## src/rtl/prm_edge_pkg.sv

```systemverilog
// rtl/prm_edge_pkg.sv - shared constants and FSM encodings for the edge mask accumulator
package prm_edge_pkg;

    localparam int CODE_W        = 15;
    localparam int NUM_EDGES_DEF = 1024;
    localparam int WORD_W_DEF    = 32;

    localparam logic [1:0] ST_IDLE  = 2'd0;
    localparam logic [1:0] ST_SCAN  = 2'd1;
    localparam logic [1:0] ST_FLUSH = 2'd2;
    localparam logic [1:0] ST_DRAIN = 2'd3;

    // A single-word bitmap still needs a 1-bit index port.
    function automatic int idx_w(input int nwords);
        return (nwords > 1) ? $clog2(nwords) : 1;
    endfunction

endpackage

```

## src/rtl/prm_edge_word_ser.sv

```systemverilog
// rtl/prm_edge_word_ser.sv - bitmap word index counter and output valid/ready handshake
module prm_edge_word_ser
    import prm_edge_pkg::*;
#(
    parameter int NWORDS = 32,
    parameter int IDX_W  = 5
) (
    input  logic             clk,
    input  logic             rst_n,
    input  logic             i_load,
    input  logic             i_out_ready,
    output logic             o_out_valid,
    output logic [IDX_W-1:0] o_out_idx,
    output logic             o_out_last,
    output logic             o_fin
);

    localparam logic [IDX_W-1:0] LAST_IDX = IDX_W'(NWORDS - 1);

    logic             r_valid;
    logic             r_last;
    logic [IDX_W-1:0] r_idx;
    logic [IDX_W-1:0] w_idx_nxt;
    logic             w_xfer;

    assign w_xfer    = r_valid & i_out_ready;
    assign w_idx_nxt = r_idx + 1'b1;

    always_ff @(posedge clk or negedge rst_n) begin
        if (!rst_n) begin
            r_valid <= 1'b0;
            r_idx   <= '0;
            r_last  <= 1'b0;
        end else if (i_load) begin
            r_valid <= 1'b1;
            r_idx   <= '0;
            r_last  <= (LAST_IDX == '0);
        end else if (w_xfer) begin
            if (r_last) begin
                r_valid <= 1'b0;
                r_idx   <= '0;
                r_last  <= 1'b0;
            end else begin
                r_idx  <= w_idx_nxt;
                r_last <= (w_idx_nxt == LAST_IDX);
            end
        end
    end

    assign o_out_valid = r_valid;
    assign o_out_idx   = r_idx;
    assign o_out_last  = r_last;
    assign o_fin       = w_xfer & r_last;

endmodule

```

## src/rtl/prm_edge_mask_accum.sv

```systemverilog
// rtl/prm_edge_mask_accum.sv - streams obstacle codes into the checker bank, ORs edge masks, reads bitmap out
module prm_edge_mask_accum
    import prm_edge_pkg::*;
#(
    parameter int NUM_EDGES = NUM_EDGES_DEF,
    parameter int WORD_W    = WORD_W_DEF,
    localparam int NWORDS   = NUM_EDGES / WORD_W,
    localparam int IDX_W    = idx_w(NUM_EDGES / WORD_W)
) (
    input  logic                 clk,
    input  logic                 rst_n,
    input  logic                 start,
    input  logic                 obs_valid,
    output logic                 obs_ready,
    input  logic [CODE_W-1:0]    obs_code,
    input  logic                 obs_last,
    output logic [CODE_W-1:0]    chk_code,
    input  logic [NUM_EDGES-1:0] chk_mask,
    output logic                 out_valid,
    input  logic                 out_ready,
    output logic [WORD_W-1:0]    out_data,
    output logic [IDX_W-1:0]     out_idx,
    output logic                 out_last,
    output logic                 busy,
    output logic                 done,
    output logic [15:0]          n_samples
);

    if (NUM_EDGES % WORD_W != 0) begin : g_bad_word_w
        $error("NUM_EDGES must be a multiple of WORD_W");
    end

    logic [1:0]           r_state;
    logic [CODE_W-1:0]    r_chk_code;
    logic                 r_stage_vld;
    logic [NUM_EDGES-1:0] r_blocked;
    logic [15:0]          r_n_samples;
    logic                 r_done;
    logic                 w_acc;
    logic                 w_start_ok;
    logic                 w_fin;
    logic [WORD_W-1:0]    w_out_data;
    logic [IDX_W-1:0]     w_out_idx;

    assign obs_ready  = (r_state == ST_SCAN);
    assign w_acc      = obs_valid & obs_ready;
    assign w_start_ok = start & (r_state == ST_IDLE);

    always_ff @(posedge clk or negedge rst_n) begin
        if (!rst_n) begin
            r_state <= ST_IDLE;
            r_done  <= 1'b0;
        end else begin
            r_done <= w_fin;
            case (r_state)
                ST_IDLE:  if (start) r_state <= ST_SCAN;
                ST_SCAN:  if (w_acc && obs_last) r_state <= ST_FLUSH;
                ST_FLUSH: r_state <= ST_DRAIN;
                ST_DRAIN: if (w_fin) r_state <= ST_IDLE;
                default:  r_state <= ST_IDLE;
            endcase
        end
    end

    // The mask returned for a code is folded one cycle after the code is registered;
    // stage-valid keeps a held code from being folded again.
    always_ff @(posedge clk or negedge rst_n) begin
        if (!rst_n) begin
            r_chk_code  <= '0;
            r_stage_vld <= 1'b0;
            r_blocked   <= '0;
            r_n_samples <= '0;
        end else begin
            r_stage_vld <= w_acc;
            if (w_acc) r_chk_code <= obs_code;
            if (w_start_ok) r_blocked <= '0;
            else if (r_stage_vld) r_blocked <= r_blocked | chk_mask;
            if (w_start_ok) r_n_samples <= '0;
            else if (w_acc && r_n_samples != 16'hFFFF) r_n_samples <= r_n_samples + 16'd1;
        end
    end

    prm_edge_word_ser #(
        .NWORDS (NWORDS),
        .IDX_W  (IDX_W)
    ) u_word_ser (
        .clk         (clk),
        .rst_n       (rst_n),
        .i_load      (r_state == ST_FLUSH),
        .i_out_ready (out_ready),
        .o_out_valid (out_valid),
        .o_out_idx   (w_out_idx),
        .o_out_last  (out_last),
        .o_fin       (w_fin)
    );

    always_comb begin
        w_out_data = '0;
        for (int i = 0; i < NWORDS; i++) begin
            if (w_out_idx == IDX_W'(i)) w_out_data = r_blocked[i*WORD_W +: WORD_W];
        end
    end

    assign chk_code  = r_chk_code;
    assign out_data  = w_out_data;
    assign out_idx   = w_out_idx;
    assign busy      = (r_state != ST_IDLE);
    assign done      = r_done;
    assign n_samples = r_n_samples;

endmodule
```

## config.mk

```make
export PLATFORM = sky130hd
export DESIGN_NAME = prm_edge_mask_accum
export DESIGN_NICKNAME = d
export VERILOG_FILES = /design/src/rtl/prm_edge_pkg.sv /design/src/rtl/prm_edge_word_ser.sv /design/src/rtl/prm_edge_mask_accum.sv
export SDC_FILE = /design/constraint.sdc
export NUM_CORES = 2
export LEC_CHECK = 0
export ABC_CLOCK_PERIOD_IN_PS = 4300
export CAP_MARGIN = 20
export CORE_AREA = 2 2 439 441
export CTS_BUF_LIST = sky130_fd_sc_hd__clkbuf_4
export DETAILED_ROUTE_END_ITERATION = 10
export DIE_AREA = 0 0 441 443
export GPL_TIMING_DRIVEN = 1
export SLEW_MARGIN = 20
export SYNTH_ARGS = -nofsm -noshare
export SYNTH_HDL_FRONTEND = slang
export SYNTH_SLANG_ARGS = --single-unit
```

## constraint.sdc

```tcl
create_clock -name clk -period 4.3 [get_ports clk]
set_input_delay 1.075 -clock clk [delete_from_list [all_inputs] [get_ports clk]]
set_output_delay 1.075 -clock clk [all_outputs]
set_load 0.1 [all_outputs]
```

Yosys cells after proc, flatten, opt, wreduce, memory -nomap -nowiden. Cells that the tools add are included.

$add $sub $neg: 2. Equality and inequality tests: 39. Muxes and demuxes: 49. Bitwise logic cells: 5. Reductions and logical operators: 11.

Operators by type and width (count): 1024-bit two-way mux (2); 32-bit two-way mux (32); 1024-bit bitwise OR (1); 5-bit == test (second input constant) (17); 5-bit by 4-bit == test with 1-bit output (second input constant) (8); 16-bit two-way mux (2); 5-bit by 3-bit == test with 1-bit output (second input constant) (4); 16-bit by 1-bit adder with 16-bit output (second input constant) (1); 16-bit inequality test (second input constant) (1); 5-bit two-way mux (3); 5-bit by 2-bit == test with 1-bit output (second input constant) (2); 2-bit nonzero test (5); 2-bit one-hot mux with 4 select lines (1); 1-bit two-way mux (6); 2-bit two-way mux (3); 5-bit by 1-bit adder with 5-bit output (second input constant) (1); 5-bit by 1-bit == test with 1-bit output (second input constant) (1); 5-bit zero test (1); 1-bit AND (4); 2-bit == test (second input constant) (2); 2-bit inequality test (second input constant) (2); 3-bit AND reduction (1); 2-bit by 1-bit == test with 1-bit output (second input constant) (1); 1-bit logical AND (2); 3 further kinds (3).

Register bits after elaboration: 1066. Output and inout bits: 73. Logic and storage cells: 115.

Logic depth before layout (Yosys ltp).
Depth after elaboration: 33. Gate-level depth with buffers: 15. Depth with buffers taken out: 11.

Modules after synthesis. A second synthesis with hierarchy kept.

Cell total of the unflattened synthesis: 5090. Area, all modules: 47428.0 um2.

By module, submodules not included: prm_edge_mask_accum (times used 1, cells each 5046, area an instance 47018.8 um2); prm_edge_word_ser (times used 1, cells each 44, area an instance 409.1 um2).

Least setup slack after synthesis. OpenSTA, ideal clock, no wires.

Path kind: reg2out. From: register u_word_ser.r_idx[3], in the netlist u_word_ser.o_out_idx[3]. To: output out_data[30]. Data arrival time: 5.330 ns. Data required time: 3.225 ns. Setup slack: -2.105 ns. Stages on the path, launching flop included: 15. Cell sequence: dfrtp_1 -> buf_6 -> buf_4 -> buf_2 -> buf_4 -> nand2_1 -> nor2_1 -> ha_1 -> clkbuf_1 -> nand3_1 -> a21oi_1 -> a211oi_1 -> a211oi_1 -> o31ai_1 -> a221oi_1.

Word-level cells in the longest chain between the ends: 33. Elaborated cells between the ends (all ways): 64. Classes of those cells: eq/ne: 31; mux: 32; reduce/logical: 1.

Ends and longest elaborated chain: from (decl) (line prm_edge_word_ser.sv:22) `logic [IDX_W-1:0] r_idx;`; from (signal assigned) (line prm_edge_word_ser.sv:44) `r_idx <= w_idx_nxt;`; 5-bit zero test (line prm_edge_mask_accum.sv:100) `if (w_out_idx == IDX_W'(i)) w_out_data = r_blocked[i*WORD_W +: WORD_W];`; 32-bit two-way mux (31 in a row) (line prm_edge_mask_accum.sv:100); 32-bit two-way mux (*) (line prm_edge_mask_accum.sv:100); to (decl) (line prm_edge_mask_accum.sv:21) `output logic [WORD_W-1:0] out_data,`.

Every way passes the cells marked *; elsewhere a longest branch is shown, timed or not.

Final worst setup path.
From: register u_word_ser.r_idx[0], in the netlist u_word_ser.o_out_idx[0]. To: output out_data[27].

Same word-level chain as after synthesis.

==> results.txt <==
----------------------------------------------------
[Placed design]
  Instance count after placement with tap cells included ... 8,845
  Post-DP HPWL ... 246,000 µm
  Final estimated routing congestion in global placement ... 1.10
  Quantity of I/O buffers inserted on ports ... 1,117

[Critical path]
  Required time at the endpoint of the critical path ... 3220 ps
  Worst path arrival time ... 4890 ps
  Worst setup SP type ... flip-flop
  Crit. End Element ... primary output
  Worst Path Class, Setup ... reg2out
  Crit Path Max Fanout ... 7

[Job]
  Number of maximum-capacitance violations ... 0

[Routing]
  Total detailed-routing wirelength ... 310,000 µm
  Routed via count ... 50.3k
  Post-detailed-route wirelength per cell ... 32.3 µm
  Vias per Instance ... 5.25
  First-pass iteration count of the detailed router ... 6
  Remaining antenna violation count ... 0
  Total DRC errors in the routed layout ... 0
  Number of violations reported at the end of detailed-routing iteration 0 ... 5,411

[Logic synthesis]
  Register bit count reported by yosys ... 1,066
  Unique masters post-synth ... 95
  Share of async-settable or async-resettable flops after synthesis ... 1.00
  Synth warn ... 0
  Nets in the synthesized netlist ... 6,042
  Synthesized instance count ... 4,985
  Average instance area after synthesis ... 9.36 µm²
  Count of flip-flops with a built-in enable after synthesis ... 0
  Total standard cell area after synthesis ... 46,600 µm²
  Top_reg_cell synth ... dfrtp_1
  Proportion of synthesized chip area in sequential cells ... 0.572

[Clock tree]
  Clock latency on the worst-skew pair ... 1410 ps
  Max Buffers Root-to-Sink ... 4
  Clock Sinks ... 1,066
  H-tree depth ... 5
  Cell chosen for the clock root ... clkbuf_4
  Number of buffers inserted during clock tree synthesis ... 324
  TritonCTS clock tree ... done
  Clock-pin slew on the worst setup and hold paths ... 60 ps

[Hold path]
  Worst hold-check path type ... in2reg

[GRT]
  Met2 Usage GRT ... 0.502
  Met3 track demand over resource in global routing ... 0.0719
  Grt total ovfl ... 0
  Number of antenna violations at the first check in global routing ... 179
  Highest-utilization routing layer at the global route stage ... met2
  Tot GR Track Use ... 0.306
  Pin count of the biggest net entering global routing ... 154
  Global routing met1 resource utilization ... 0.352
  Via count of the first global-routing pass ... 49.3k
  Wire length of the first global-routing pass ... 410,000 µm

[Timing]
  Final-report max-slew violation count ... 0
  Setup repair after global routing missed its margin ... yes
  Clock period minus worst slack ... 5960 ps
  Clock skew ... 108 ps
  Worst max-slew margin expressed relative to the limit ... 0.276
  Endpoints failing setup ... 32
  Transition time at the pin with the least slew margin ... 1080 ps
  Final hold violation count ... 0
  Smallest setup slack after layout ... -1660 ps
  Achievable frequency ... 168 MHz
  Final Hold Slack ... 265 ps
  Ratio of final minimum period to clock period ... 1.39

[Finish]
  Count of placed standard cells in the final layout, fillers left out ... 9,591
  Leading cell type in the layout, fill and taps excluded ... nor2_1
  Fillcell total ... 19.3k
  Fraction of final layout cells sized beyond drive strength 1 ... 0.228
  Area occupied by registers ... 26,700 µm²
  Multi-input gate area in the final layout ... 20,600 µm²
  Commonest non-fill, non-tap cells in the layout ... nor2_1, a21oi_1, clkdlybuf4s50_1
  Layout area overhead ... 56.9%
  Total number of nets in the final design ... 7,801

[Pwr]
  IR Drop Worst-Case VDD ... 0.679 mV
  Leakage ... 32.5 nW
  Power density over the cells ... 734 nW/µm²

[Floorplanning]
  Die extent in x ... 441 µm
  Die extent in y ... 443 µm
  CORE AREA ... 191,000 µm²
  Initial standard-cell utilization of the core ... 0.244
  Placement row count ... 161
  Top-Level Pins ... 1,118
  Area of the die ... 195,000 µm²

[Run status]
  Violated checks ... setup timing
  Status ... finished with violations

----------------------------------------------------
## worst paths after layout
kind                                          from        endpoint  slack [ps]  cells after the start
min                                  chk_mask[993]  r_blocked[993]         260                      3
min in group asynchronous                    rst_n            done         340                      2
max reg2reg                             r_state[1]   n_samples[15]        1720                      7
max in group asynchronous                    rst_n  r_blocked[633]        2620                      3
min reg2reg                         r_blocked[879]  r_blocked[879]         490                      2
max                        u_word_ser.o_out_idx[0]    out_data[27]       -1660                     15
## Yosys cell counts (10+ instances only)
master / instances / share of area
o221ai_1: 51 / 0.0096
inv_1: 29 / 0.0023
buf_1: 19 / 0.0015
nand4_1: 11 / 0.0015
nor3_1: 37 / 0.0040
a21oi_1: 1129 / 0.12
a22oi_1: 45 / 0.0072
o211ai_1: 20 / 0.0032
nand3_1: 39 / 0.0042
nor2_1: 1220 / 0.098
buf_4: 17 / 0.0027
o2bb2ai_1: 13 / 0.0024
a311oi_1: 16 / 0.0030
nor2b_1: 10 / 0.0013
a221oi_1: 56 / 0.011
or4_1: 16 / 0.0026
nand2b_1: 14 / 0.0019
nand2_1: 165 / 0.013
o311ai_1: 12 / 0.0023
and2_1: 11 / 0.0015
o22a_1: 21 / 0.0039
mux2_2: 15 / 0.0036
a221o_1: 56 / 0.012
o21ai_0: 105 / 0.011
o22ai_1: 104 / 0.014
o21bai_1: 10 / 0.0016
o21ai_1: 10 / 0.0011
nor4_1: 15 / 0.0020
and3_1: 28 / 0.0038
a211oi_1: 32 / 0.0052
dfrtp_1: 1066 / 0.57
ha_1: 12 / 0.0032
a31oi_1: 22 / 0.0030
buf_2: 63 / 0.0068
a22o_1: 12 / 0.0023
a211o_1: 10 / 0.0019
clkbuf_1: 296 / 0.024
## worst max-delay path, stage by stage, from the launching register on
cell and delay (ps):
dfrtp_4 470, inv_4 60, buf_6 110, ha_4 190
buf_12 160, nor2_4 150, o22ai_1 140, and2_4 190
buf_12 140, buf_4 180, o211ai_1 660, o21ai_1 200
buf_4 210, a311oi_4 280, o21a_1 200, buf_12 190
## layer usage
metal | part of all wire | vias up | wire [µm]
met4 | 0.074 | 50 | 22800
met3 | 0.076 | 784 | 23400
met5 | 0.00097 | - | 299
met1 | 0.37 | 25093 | 114000
li1 | - | 21531 | -
met2 | 0.48 | 2859 | 150000
## flip-flops by register name, summed over array words and instances (netlist names)
name,flops
r_blocked,1024
r_state,2
done,1
r_stage_vld,1
n_samples,16
u_word_ser.o_out_idx,5
chk_code,15
u_word_ser.o_out_valid,1
u_word_ser.o_out_last,1
## area by class of cell
cell class / instances / area share
diodes: 118 / 0.00403
clock buffers: 475 / 0.0487
clock inverters: 54 / 0.00392
inverters: 31 / 0.00173
multi-input cells: 3486 / 0.281
flip-flops and latches: 1066 / 0.365
well taps: 2526 / 0.0432
repair buffers: 1835 / 0.253
## per-stage QoR
step	setup WS [ps]	cell area, µm²	total power, mW	setup TNS [ps]	utilization
floorplan	-30.5	47100	29.0	-90.0	-
detailed placement	-1130	65700	41.1	-18660	0.343
finish	-1660	73200	53.7	-46150	0.383
CTS	-1820	71800	52.8	-50500	0.376
global placement	-1220	65600	40.8	-19010	0.343
global route	-1730	73100	56.1	-50730	0.383
## cell families (layout without fill, tap and decap cells)
logic type      after synthesis  in the layout  synth area share
simple gates               1648           1648             0.150
flops                      1066           1066             0.572
fa+ha+maj                    12             12           0.00322
buf+inv                     433           2395            0.0389
mux                          15             15           0.00362
xor+xnor                     13             13           0.00244
other cells                   0            118                 0
compound gates             1798           1798             0.230
## where the power goes
part           switching, mW  internal (mW)
clock                   4.76           5.17
sequential              4.03           14.5
combinational           15.4           9.84
total                   24.2           29.5
## what timing repair did
item,4_1_cts,5_1_grt
endpoints found under the hold margin,55,0
resized for setup,363,142
cloned,2,1
hold buffers,1,0
buffers inserted,64,52
pin swaps,113,117
setup endpoints to repair,32,32
(Power assumes the default switching activity.)
